==> src/rtl/nbit_pipe_addsub_rca_chunk.sv <==
// rca_chunk: combinational ripple-carry adder for one pipeline chunk.
// Ports:
//   a, b      - chunk operands (WIDTH bits)
//   ci        - carry into bit 0
//   s         - chunk sum
//   co        - carry out of the chunk's top bit
//   c_msb_in  - carry into the chunk's top bit (signed-overflow detection)
module rca_chunk #(
  parameter int unsigned WIDTH = 4
) (
  input  logic [WIDTH-1:0] a,
  input  logic [WIDTH-1:0] b,
  input  logic             ci,
  output logic [WIDTH-1:0] s,
  output logic             co,
  output logic             c_msb_in
);

  logic [WIDTH:0] c;

  assign c[0] = ci;

  for (genvar i = 0; i < WIDTH; i++) begin : g_fa
    assign s[i]   = a[i] ^ b[i] ^ c[i];
    assign c[i+1] = (a[i] & b[i]) | (c[i] & (a[i] ^ b[i]));
  end

  assign co       = c[WIDTH];
  assign c_msb_in = c[WIDTH-1];

endmodule

==> src/rtl/nbit_pipe_addsub.sv <==
// nbit_pipe_addsub: pipelined ripple-carry adder/subtractor.
// The WIDTH-bit carry chain is cut into STAGES chunks of CW bits, one
// register stage per chunk; the whole pipe advances or stalls as one unit.
// Ports:
//   clk, rst            - clock, synchronous active-high reset
//   in_valid / in_ready - operand beat handshake
//   a, b, cin, sub      - operands, carry-in (add only), subtract select
//   out_valid/out_ready - result handshake
//   s, cout, ovf        - sum/difference, carry out (1 = no borrow), signed overflow
module nbit_pipe_addsub #(
  parameter int unsigned WIDTH  = 8,
  parameter int unsigned STAGES = 2
) (
  input  logic             clk,
  input  logic             rst,
  input  logic             in_valid,
  output logic             in_ready,
  input  logic [WIDTH-1:0] a,
  input  logic [WIDTH-1:0] b,
  input  logic             cin,
  input  logic             sub,
  output logic             out_valid,
  input  logic             out_ready,
  output logic [WIDTH-1:0] s,
  output logic             cout,
  output logic             ovf
);

  localparam int unsigned CW = WIDTH / STAGES;

  // Stage k keeps (k+1)*CW sum bits and WIDTH-(k+1)*CW not-yet-added bits of
  // each operand. Those variable-width fields are packed back to back into
  // flat vectors; sum_off/rem_off give each stage's base offset.
  localparam int unsigned SUMW = CW * STAGES * (STAGES + 1) / 2;
  localparam int unsigned REMW = (STAGES > 1) ? CW * STAGES * (STAGES - 1) / 2 : 1;

  if (WIDTH % STAGES != 0) begin : g_cfg_err
    $error("nbit_pipe_addsub: WIDTH (%0d) must be a multiple of STAGES (%0d)", WIDTH, STAGES);
  end

  function automatic int unsigned sum_off(input int unsigned k);
    return CW * k * (k + 1) / 2;
  endfunction

  function automatic int unsigned rem_off(input int unsigned k);
    return CW * (k * (2 * STAGES - 1 - k) / 2);
  endfunction

  logic              en;
  logic [WIDTH-1:0]  b_eff;
  logic [STAGES-1:0] v_q;
  logic [STAGES-1:0] c_q;
  logic [SUMW-1:0]   sum_q;
  logic [REMW-1:0]   ra_q;
  logic [REMW-1:0]   rb_q;
  logic              cm_q;

  assign b_eff    = sub ? ~b : b;
  assign en       = !v_q[STAGES-1] || out_ready;
  assign in_ready = en;

  if (STAGES == 1) begin : g_no_rem
    assign ra_q = '0;
    assign rb_q = '0;
  end

  for (genvar k = 0; k < STAGES; k++) begin : g_stage
    localparam int unsigned RW = WIDTH - k * CW;

    logic [RW-1:0]         op_a;
    logic [RW-1:0]         op_b;
    logic                  ci;
    logic                  vin;
    logic [CW-1:0]         ck_s;
    logic                  co;
    logic                  cm;
    logic [(k+1)*CW-1:0]   sum_d;

    if (k == 0) begin : g_head
      assign op_a  = a;
      assign op_b  = b_eff;
      assign ci    = sub | cin;
      assign vin   = in_valid;
      assign sum_d = ck_s;
    end else begin : g_body
      assign op_a  = ra_q[rem_off(k-1) +: RW];
      assign op_b  = rb_q[rem_off(k-1) +: RW];
      assign ci    = c_q[k-1];
      assign vin   = v_q[k-1];
      assign sum_d = {ck_s, sum_q[sum_off(k-1) +: k*CW]};
    end

    rca_chunk #(.WIDTH(CW)) u_chunk (
      .a        (op_a[CW-1:0]),
      .b        (op_b[CW-1:0]),
      .ci       (ci),
      .s        (ck_s),
      .co       (co),
      .c_msb_in (cm)
    );

    always_ff @(posedge clk) begin
      if (rst) begin
        v_q[k]                       <= 1'b0;
        c_q[k]                       <= 1'b0;
        sum_q[sum_off(k) +: (k+1)*CW] <= '0;
      end else if (en) begin
        v_q[k]                       <= vin;
        c_q[k]                       <= co;
        sum_q[sum_off(k) +: (k+1)*CW] <= sum_d;
      end
    end

    if (k < STAGES - 1) begin : g_rem
      localparam int unsigned NW = RW - CW;
      always_ff @(posedge clk) begin
        if (rst) begin
          ra_q[rem_off(k) +: NW] <= '0;
          rb_q[rem_off(k) +: NW] <= '0;
        end else if (en) begin
          ra_q[rem_off(k) +: NW] <= op_a[RW-1:CW];
          rb_q[rem_off(k) +: NW] <= op_b[RW-1:CW];
        end
      end
    end else begin : g_tail
      always_ff @(posedge clk) begin
        if (rst) begin
          cm_q <= 1'b0;
        end else if (en) begin
          cm_q <= cm;
        end
      end
    end
  end

  assign out_valid = v_q[STAGES-1];
  assign s         = sum_q[sum_off(STAGES-1) +: WIDTH];
  assign cout      = c_q[STAGES-1];
  assign ovf       = cm_q ^ c_q[STAGES-1];

endmodule

==> config.mk <==
export PLATFORM = sky130hd
export DESIGN_NAME = nbit_pipe_addsub
export DESIGN_NICKNAME = d
export VERILOG_FILES = /design/src/rtl/nbit_pipe_addsub_rca_chunk.sv /design/src/rtl/nbit_pipe_addsub.sv
export SDC_FILE = /design/constraint.sdc
export NUM_CORES = 1
export LEC_CHECK = 0
export BUFFER_PORTS_ARGS = -buffer_cell sky130_fd_sc_hd__buf_2
export CAP_MARGIN = 10
export CORE_MARGIN = 2
export CORE_UTILIZATION = 50
export CTS_CLUSTER_DIAMETER = 200
export DETAILED_ROUTE_END_ITERATION = 12
export MAX_ROUTING_LAYER = met4
export PLACE_DENSITY = 0.89
export SYNTH_ARGS = -nofsm -noshare
export SYNTH_HDL_FRONTEND = slang
export SYNTH_SLANG_ARGS = --single-unit
==> constraint.sdc <==
create_clock -name clk -period 5.9 [get_ports clk]
set_input_delay 1.18 -clock clk [delete_from_list [all_inputs] [get_ports clk]]
set_output_delay 1.18 -clock clk [all_outputs]
set_load 0.01 [all_outputs]
==> reports/qor.yml, run 1 <==
drt_wl_total_microns: 2220
ant_nets: 0
maxSlewViolCount: 0
rsz0062_at_grt: "false"
insertedDiodeCount: 0
worst-path-buf-inv: 3
end_kind: "output port"
cp_slowest_cell: "nor2b_4"
skew_ps: 3.82
post-synth-top-area-fraction_pct: 41.4
p_leak_nw: 0.624
drc: 0
seq_area_frac_synth_pct: 41.4
die_width_microns: 53.2
first_iter_violations: 24
path_class: "in -> out"
nets: 188
cts_sinks: 25
critical_path.max_stage_delay_ps: 450
grt_pass1_wl_microns: 3610
gp_congestion: 0.779
port_buffers: 33
clk_pin_slew_worst_paths_ps: 120
firstDrtPassIters: 4
required_ps: 4720
total_power_mw: 0.344
worst_pin_slew_ps: 545
postCtsSetupBuffers: 0
hold-path-cell-count: 2
grt_max_degree: 30
vias: 914
path_depth: 4
syn_inst: 129
via_per_inst: 4.94
ctsHoldBuffers: 0
cap_viol_max_count: 0
tns_ps: 0
synth-async-reset-ratio_pct: 0
detail_route.wl_per_cell_microns: 12.0
core_sq_mm: 0.00225
cts-root-buf: "clkbuf_4"
cts_tree: "built"
cp_max_fo: 29
grtUsageTotal_pct: 18.1
path_cells: "buf_2, nor2b_4, inv_4, buf_2"
min_period_ps: 3380
fin_crit_sh_pct: 57.2
htreeDepth: 1
crit_family: "buffers and inverters"
clock.fmax_mhz: 296
die_height_microns: 53.2
ys_ff_latch: 25
syn_nets: 159
fp-row-count: 17
synth_area_leader_cell: "dfxtp_1"
crit_top_cell: "buf_2"
crit_path_start_kind: "input pin"
cts_resized: 0
peakVddDrop_mv: 0.165
grt_pass1_vias: 862
area_delta_synth_final_pct: 11.9
yosysWarnings: 0
powerDensity_mw_per_mm2: 254
grt_antenna_before_repair: 0
outcome: "complete, no violations"
syn_area_sq_mm: 0.00121
synth_area_leaders: "dfxtp_1 41%, fa_1 13%, nand2_1 9.9%"
start_util_pct: 53.6
hp-class: "reg -> reg"
grt_overflow: 0
cts_buffers: 3
clockBufferDepth: 2
synth_edf_count: 0
final_layout_size_suffix_gt1_share_pct: 28.7
setup_violations: 0
pin_count: 34
synthFlopType: "dfxtp_1"
crit_arrival_ps: 2200
die_area_sq_mm: 0.00283
slew_headroom_pct: 63.6
synth_cell_types: 18
dp_hpwl_microns: 1640
synth.avg_cell_area_sq_um: 9.37
finalHoldViolCount: 0
ff2ff_path_depth: 8
worstSkewPairLatency_ps: 310
==> stage by stage <==
step           worst slack [ps]  std cells  hold slack [ps]  util [%]  instance area [sq um]
6_report                   2520        185              463      60.0                   1350
2_1_floorplan              2650        129              432         -                   1210
3_5_place_dp               2440        181              441      58.8                   1330
4_1_cts                    2520        185              463      60.0                   1350
3_3_place_gp               2520        181              435      58.8                   1330
5_1_grt                    2440        185              478      60.0                   1350
==> power breakdown <==
group          switching, mW  internal [mW]
clock network         0.0478         0.0264
logic                 0.0404         0.0338
registers            0.00903          0.186
==> layer usage <==
layer	wire length (microns)	vias to the layer above	GRT usage, %
met5	0	-	-
met4	32	0	6.41
li1	-	459	-
met3	126	3	2.54
met1	1010	418	22.9
met2	1050	34	29.8
==> final timing paths <==
kind                 startpoint  endpoint  slack, ps
max                   out_ready  in_ready       2520
min                        s[4]      s[4]        460
max reg2reg  g_stage[1].op_b[0]      s[7]       3710
min reg2reg                s[4]      s[4]        460
==> flip-flops by register name, summed over array words and instances, names as in the netlist <==
| signal | count |
|---|---|
| cm_q | 1 |
| cout | 1 |
| g_stage.vin | 1 |
| s | 8 |
| g_stage.sum_d | 4 |
| g_stage.ci | 1 |
| out_valid | 1 |
| g_stage.op_b | 4 |
| g_stage.op_a | 4 |
==> Yosys cell counts (3+ instances only) <==
| master | instances |
|---|---|
| nand2_1 | 32 |
| dfxtp_1 | 25 |
| a21oi_1 | 15 |
| nor2_1 | 10 |
| inv_1 | 9 |
| fa_1 | 8 |
| xor2_1 | 6 |
| a211oi_2 | 5 |
| buf_6 | 4 |
| a211oi_1 | 3 |
| buf_2 | 3 |
| xnor2_1 | 3 |
==> area by class of cell <==
class	count	area, sq um
Multi-Input combinational cell	85	586
Sequential cell	25	500
Clock buffer	4	26.3
Inverter	10	40.0
Tap cell	28	35.0
Timing Repair Buffer	33	165
Fill cell	212	902
==> tightest hold or removal path: cells and delay by family, from the launching register on <==
kind               cells  cell delay (ps)
and+or+nand+nor        1               50
AOI/OAI and AO/OA      1               50
DFF                    1              330
==> logic make-up (layout without fill, tap and decap cells) <==
family	Yosys count	after routing	synth area share [%]
adder cells (fa/ha/maj)	8	8	13.3
AO/OA/AOI/OAI	24	24	14.0
XOR/XNOR	9	9	6.52
buffers and inverters	19	47	10.1
flip-flops	25	25	41.4
AND/OR/NAND/NOR	44	44	14.7
==> layout by cell type, fill, tap and decap left out <==
cell	instances
xor2_1	6
a21oi_1	15
nor2b_4	1
xnor2_1	3
a211oi_2	5
nand2_1	32
nor2_1	10
inv_4	1
inv_1	9
clkbuf_1	1
buf_2	33
or2_2	1
dfxtp_1	25
a211oi_1	3
a21oi_2	1
fa_1	8
clkbuf_4	3
No activity file was read; power rests on OpenSTA's default activity.
==> run 2: changes to the inputs <==
--- a/config.mk
+++ b/config.mk
@@ -5,6 +5,7 @@
 export SDC_FILE = /design/constraint.sdc
 export NUM_CORES = 1
 export LEC_CHECK = 0
+export ABC_AREA = 1
 export BUFFER_PORTS_ARGS = -buffer_cell sky130_fd_sc_hd__buf_2
 export CAP_MARGIN = 10
 export CORE_MARGIN = 2
@@ -12,7 +13,7 @@
 export CTS_CLUSTER_DIAMETER = 200
 export DETAILED_ROUTE_END_ITERATION = 12
 export MAX_ROUTING_LAYER = met4
-export PLACE_DENSITY = 0.89
+export PLACE_DENSITY = 0.88
 export SYNTH_ARGS = -nofsm -noshare
 export SYNTH_HDL_FRONTEND = slang
 export SYNTH_SLANG_ARGS = --single-unit
==> constraint.sdc (replaced) <==
create_clock -name clk -period 3.4 [get_ports clk]
set_input_delay 0.68 -clock clk [delete_from_list [all_inputs] [get_ports clk]]
set_output_delay 0.68 -clock clk [all_outputs]
set_load 0.01 [all_outputs]
==> run 2 against run 1 <==
  * Total power grew 78%
  * Worst setup slack worse by 1700 ps
  * First-iteration DRC count shrank 75%
  * Sequential cell count is the same
  * Synthesized area grew 5.8%
  * Synthesized cell count is 24% higher
  * Final cell count rose by 19%
  * Wire length is 7.1% lower
  * Sequential power up 75%
==> reports/qor.yml, run 2 <==
tns_ps: 0  # unchanged
crit_family: "adder cells"
maxSlewViolCount: 0  # unchanged
ant_nets: 0  # unchanged
fp-row-count: 18  # +1
crit_end: "g_stage[1].sum_d[3]"
die_height_microns: 54.6  # +2.6%
fin_util_pct: 59.6  # -0.36 points
cts_buffers: 3  # unchanged
grtUsageTotal_pct: 16.6  # -1.5 points
cp_slowest_cell: "fa_1"
crit_top_cell: "fa_1"
first_iter_violations: 6  # -75%
firstDrtPassIters: 4  # unchanged
die_area_sq_mm: 0.00298  # +5.4%
vias: 1003  # +9.7%
fin_ws_ps: 854  # -1670 ps
skew_ps: 2.93  # -0.898 ps
min_period_ps: 2550
synthFlopType: "dfxtp_1"
clock.fmax_mhz: 393
dp_hpwl_microns: 1510  # -7.5%
gp_congestion: 0.723  # -7.1%
nets: 222  # +18%
final_common_cell: "nor2_1"
postCtsSetupBuffers: 0  # unchanged
worst_pin_slew_ps: 617  # +71.8 ps
grt_pass1_wl_microns: 3420  # -5.3%
finalHoldViolCount: 0  # unchanged
synth_area_leader_cell: "dfxtp_1"
detail_route.wl_per_cell_microns: 9.33  # -22%
outcome: "complete, no violations"
required_ps: 3660  # -1060 ps
final_layout_size_suffix_gt1_share_pct: 22.5  # -6.1 points
post-synth-top-area-fraction_pct: 39.1  # -2.3 points
syn_inst: 160  # +24%
slew_headroom_pct: 58.8  # -4.8 points
grt_pass1_vias: 825  # -4.3%
core_sq_mm: 0.00245  # +8.9%
synth-async-reset-ratio_pct: 0  # unchanged
hold_ws_ps: 462  # -0.575 ps
regArea_sq_um: 500  # unchanged
cp_max_fo: 10  # -66%
grt_overflow: 0  # unchanged
setup_violations: 0  # unchanged
p_leak_nw: 0.739  # +18%
r2r_start: "g_stage[1].ci"
synth_edf_count: 0  # unchanged
synth.avg_cell_area_sq_um: 7.99  # -15%
path_class: "in -> reg"
ctsHoldBuffers: 0  # unchanged
cts_resized: 0  # unchanged
critical_path.max_stage_delay_ps: 470  # +20 ps
fillerInstances: 228  # +7.5%
die_width_microns: 54.6  # +2.6%
via_per_inst: 4.54  # -8.1%
port_buffers: 33  # unchanged
yosysWarnings: 0  # unchanged
crit_arrival_ps: 2800  # +600 ps
crit_path_start_kind: "input pin"
syn_area_sq_mm: 0.00128  # +5.8%
rsz0062_at_grt: "false"
path_cells: "buf_2, or2_2, fa_1, fa_1, inv_1, fa_1, inv_1, fa_1, nor2_1, nor2_1"
clockBufferDepth: 2  # unchanged
critPathLaunch: "sub"
seq_area_frac_synth_pct: 39.1  # -2.3 points
cts_tree: "built"
powerDensity_mw_per_mm2: 417  # +64%
grt_max_degree: 28  # -6.7%
clk_pin_slew_worst_paths_ps: 120  # about the same
drc: 0  # unchanged
largest_register_ffs: 8  # unchanged
ys_ff_latch: 25  # unchanged
syn_nets: 190  # +19%
total_power_mw: 0.611  # +78%
ff2ff_path_depth: 8  # unchanged
synth_cell_types: 20  # +2
pin_count: 34  # unchanged
multi_input_area_sq_um: 656  # +12%
insertedDiodeCount: 0  # unchanged
htreeDepth: 1  # unchanged
peakVddDrop_mv: 0.266  # +61%
start_util_pct: 52.1  # -1.5 points
cts-root-buf: "clkbuf_4"
path_depth: 10  # +6
end_kind: "flop"
mostFrequentLayoutCells: "45 x nor2_1, 33 x buf_2, 25 x dfxtp_1, 22 x nand2_1, 20 x inv_1"
drt_wl_total_microns: 2060  # -7.1%
post-place-ws_ps: 533  # -1900 ps
fin_crit_sh_pct: 74.9
synth_top_cells_by_count: "45 x nor2_1, 25 x dfxtp_1, 22 x nand2_1"
regToRegEndpoint: "s[7]"
worstSkewPairLatency_ps: 310  # about the same
regToRegSetupSlack_ps: 1290  # -2420 ps
area_delta_synth_final_pct: 14.5
synth_area_leaders: "dfxtp_1 39%, nor2_1 13%, fa_1 13%"
cts_sinks: 25  # unchanged
worst-path-buf-inv: 3  # unchanged
hp-class: "reg -> reg"
grt_antenna_before_repair: 0  # unchanged
synth_most_common_cell: "nor2_1"
cap_viol_max_count: 0  # unchanged
## run 2: cell types whose count changed after synthesis, sizes merged, moves of 4 or more
| cell | delta |
|---|---|
| o21bai | +17 |
| nand2 | -9 |
| a21oi | -15 |
| inv | +11 |
| buf | -4 |
| nor2 | +39 |
| a211oi | -8 |
## run 2: cell type report
type                    count  area share (%)
multi-input cells         108            44.8
flip-flops and latches     25            34.2
repair buffers             33            11.3
inverters                  21            5.38
well taps                  30            2.56
clock buffers               4            1.79
## run 2: power by group
part	leakage, nW	internal (mW)	switching, mW
sequential	0.207	0.325	0.0170
clock	0.0150	0.0458	0.0802
combinational	0.516	0.0663	0.0772
total	0.739	0.437	0.174
## run 2: per-stage QoR
step                      cell area (sq um)  std cells
final                                  1460        221
after global routing                   1460        221
after CTS                              1460        221
after detailed placement               1440        217
after global placement                 1440        217
after floorplan                        1280        160
## run 2: worst min-delay path, stage by stage (launching register included)
cell and delay (ps):
dfxtp_1 320, inv_1 60, a21oi_1 60
## run 2: logic make-up (layout without fill, tap and decap cells)
| logic type | after synthesis | in the layout | share of synthesized area (%) |
|---|---|---|---|
| AND/OR/NAND/NOR | 77 | 77 | 25.0 |
| XOR/XNOR | 5 | 5 | 3.42 |
| buffers and inverters | 27 | 58 | 9.59 |
| flip-flops | 25 | 25 | 39.1 |
| AO/OA/AOI/OAI | 18 | 18 | 10.4 |
| adder cells (fa/ha/maj) | 8 | 8 | 12.5 |
## run 2: worst min-delay path by stage
stage               cells past startpoint           start        end  slack [ps]
floorplan                               2  g_stage[1].vin  out_valid         440
global placement                        2  g_stage[1].vin  out_valid         440
detailed placement                      2  g_stage[1].vin  out_valid         450
CTS                                     2  g_stage[1].vin  out_valid         460
global route                            2  g_stage[1].vin  out_valid         480
finish                                  2  g_stage[1].vin  out_valid         460
## run 2: metal layers
metal	part of all wire (%)	vias to the layer above	GRT usage, %
met3	4.5	4	2.46
met4	2.1	0	8.75
li1	-	542	-
met2	46	22	25.1
met5	0	-	-
met1	47	435	21.5
==> run 3: changes to the inputs <==
--- a/config.mk
+++ b/config.mk
@@ -5,15 +5,15 @@
 export SDC_FILE = /design/constraint.sdc
 export NUM_CORES = 1
 export LEC_CHECK = 0
-export ABC_AREA = 1
+export ABC_AREA = 0
 export BUFFER_PORTS_ARGS = -buffer_cell sky130_fd_sc_hd__buf_2
 export CAP_MARGIN = 10
 export CORE_MARGIN = 2
-export CORE_UTILIZATION = 50
+export CORE_UTILIZATION = 45
 export CTS_CLUSTER_DIAMETER = 200
 export DETAILED_ROUTE_END_ITERATION = 12
 export MAX_ROUTING_LAYER = met4
-export PLACE_DENSITY = 0.88
+export PLACE_DENSITY = 0.85
 export SYNTH_ARGS = -nofsm -noshare
 export SYNTH_HDL_FRONTEND = slang
 export SYNTH_SLANG_ARGS = --single-unit
==> constraint.sdc (replaced) <==
create_clock -name clk -period 2.3 [get_ports clk]
set_input_delay 0.46 -clock clk [delete_from_list [all_inputs] [get_ports clk]]
set_output_delay 0.46 -clock clk [all_outputs]
set_load 0.01 [all_outputs]
==> run 3 against run 2 <==
  * Core utilization shrank 4.9 points
  * Clock-buffer cell count shrank 1
  * Final cell count shrank 14%
  * Sequential cell count unchanged
  * Clock skew decreased by 0.72 ps
  * Register-to-register slack worse by 1200 ps
  * Wire length increased by 2.4%
  * Design area down 5.6%
  * First-iteration DRC count fell by 33%
  * Worst hold slack got worse by 110 ps
  * Sequential share of layout area rose by 2.0 points
==> reports/qor.yml, run 3 (synthesis gave the netlist of run 1 again) <==
outcome: "complete, no violations"
drc: 0  # unchanged
vias: 911  # -9.2%
postCtsSetupBuffers: 0  # unchanged
grt_max_degree: 30  # +7.1%
grt_antenna_before_repair: 0  # unchanged
finalHoldViolCount: 0  # unchanged
port_buffers: 33  # unchanged
die_height_microns: 55.8  # +2.3%
detail_route.wl_per_cell_microns: 11.2  # +20%
crit_family: "adder cells"
cts_tree: "built"
post-place-ws_ps: -264  # -797 ps
nets: 190  # -14%
clockBufferDepth: 2  # unchanged
grtUsageTotal_pct: 15.7  # -0.92 points
die_area_sq_mm: 0.00312  # +4.7%
grt_pass1_wl_microns: 3760  # +10%
clock.fmax_mhz: 453
end_kind: "flop"
grt_pass1_vias: 888  # +7.6%
p_leak_nw: 0.632  # -14%
worstSkewPairLatency_ps: 330  # +20 ps
cap_viol_max_count: 0  # unchanged
total_power_mw: 0.895  # +46%
final_layout_size_suffix_gt1_share_pct: 32.1  # +9.6 points
crit_path_start_kind: "input pin"
die_width_microns: 55.8  # +2.3%
setup_violations: 0  # unchanged
cp_slowest_cell: "fa_1"
clk_pin_slew_worst_paths_ps: 140  # +20 ps
hold_ws_ps: 354  # -108 ps
hp-class: "in -> reg"
start_util_pct: 47.9  # -4.2 points
ant_nets: 0  # unchanged
fin_crit_sh_pct: 96.0
critical_path.max_stage_delay_ps: 470  # about the same
worst_pin_slew_ps: 493  # -123 ps
grt_overflow: 0  # unchanged
first_iter_violations: 4  # -2
insertedDiodeCount: 0  # unchanged
htreeDepth: 1  # unchanged
cp_max_fo: 4  # -6
skew_ps: 2.21  # -0.719 ps
rsz0062_at_grt: "false"
fin_ws_ps: 91.3  # -763 ps
crit_arrival_ps: 2480  # -320 ps
ctsHoldBuffers: 0  # unchanged
dp_hpwl_microns: 1580  # +4.1%
powerDensity_mw_per_mm2: 648  # +55%
required_ps: 2570  # -1090 ps
peakVddDrop_mv: 0.363  # +36%
slew_headroom_pct: 67.1  # +8.3 points
maxSlewViolCount: 0  # unchanged
cts-root-buf: "clkbuf_4"
drt_wl_total_microns: 2110  # +2.4%
cts_buffers: 3  # unchanged
via_per_inst: 4.82  # +6.2%
gp_congestion: 0.751  # +3.8%
min_period_ps: 2210
path_cells: "buf_2, or2_4, fa_2, fa_2, inv_2, fa_1, inv_1, fa_1, nand2_1, a21oi_1"
pin_count: 34  # unchanged
largest_register_ffs: 8  # unchanged
area_delta_synth_final_pct: 14.3
firstDrtPassIters: 2  # -2
fp-row-count: 18  # unchanged
path_class: "in -> reg"
cts_resized: 0  # unchanged
final_common_cell: "buf_2"
mostFrequentLayoutCells: "33 x buf_2, 32 x nand2_1, 25 x dfxtp_1, 15 x a21oi_1, 10 x nor2_1"
cts_sinks: 25  # unchanged
worst-path-buf-inv: 3  # unchanged
core_sq_mm: 0.00252  # +2.8%
==> run 3: cell count changes in the layout (fill, tap and decap cells not counted), sizes merged, moves of 8 or more <==
cell and change:
nor2 -39, o21bai -17, inv -11, nand2 +9
a21oi +15, a211oi +8
==> run 3: worst paths after layout <==
| check | slack, ps | from | cells past startpoint | endpoint |
|---|---|---|---|---|
| worst max-delay path | 90 | sub | 10 | g_stage[1].sum_d[3] |
| worst min-delay path | 350 | a[4] | 3 | g_stage[1].op_a[0] |
| worst max register to register | 140 | g_stage[1].op_a[0] | 8 | s[7] |
| worst min register to register | 460 | s[7] | 2 | s[7] |
==> run 3: layout make-up <==
cell class	count	area, sq um
inverters	10	40.0
clock buffers	3	22.5
repair buffers	35	180
multi-input cells	85	593
well taps	30	37.5
fillers	243	1140
flip-flops and latches	25	500
clock inverters	1	7.51
==> run 3: worst min-delay path, cell delays in order <==
cell and delay [ps]:
buf_2 90, nand2_1 40, a21oi_1 50
==> run 3: per-stage QoR <==
step,instances,TNS [ps],instance area (sq um),utilization [%]
6_report,189,0,1380,54.8
5_1_grt,189,0,1380,54.8
4_1_cts,189,0,1380,54.8
3_5_place_dp,185,-503,1350,53.6
3_3_place_gp,185,-321,1350,53.6
2_1_floorplan,129,-195,1220,-
==> run 3: routing by layer <==
metal / global-route usage (%) / vias to the layer above / share of wire (%)
met5: - / - / 0
met4: 7.14 / 0 / 1.9
met3: 3.02 / 5 / 5.5
met2: 24.8 / 26 / 49
met1: 19.4 / 418 / 44
li1: - / 462 / -
==> run 3: power breakdown <==
| part | switching, mW | internal, mW | leakage [nW] |
|---|---|---|---|
| combinational | 0.101 | 0.0888 | 0.411 |
| clock | 0.137 | 0.0666 | 0.0139 |
| sequential | 0.0233 | 0.478 | 0.207 |
| total | 0.261 | 0.634 | 0.632 |
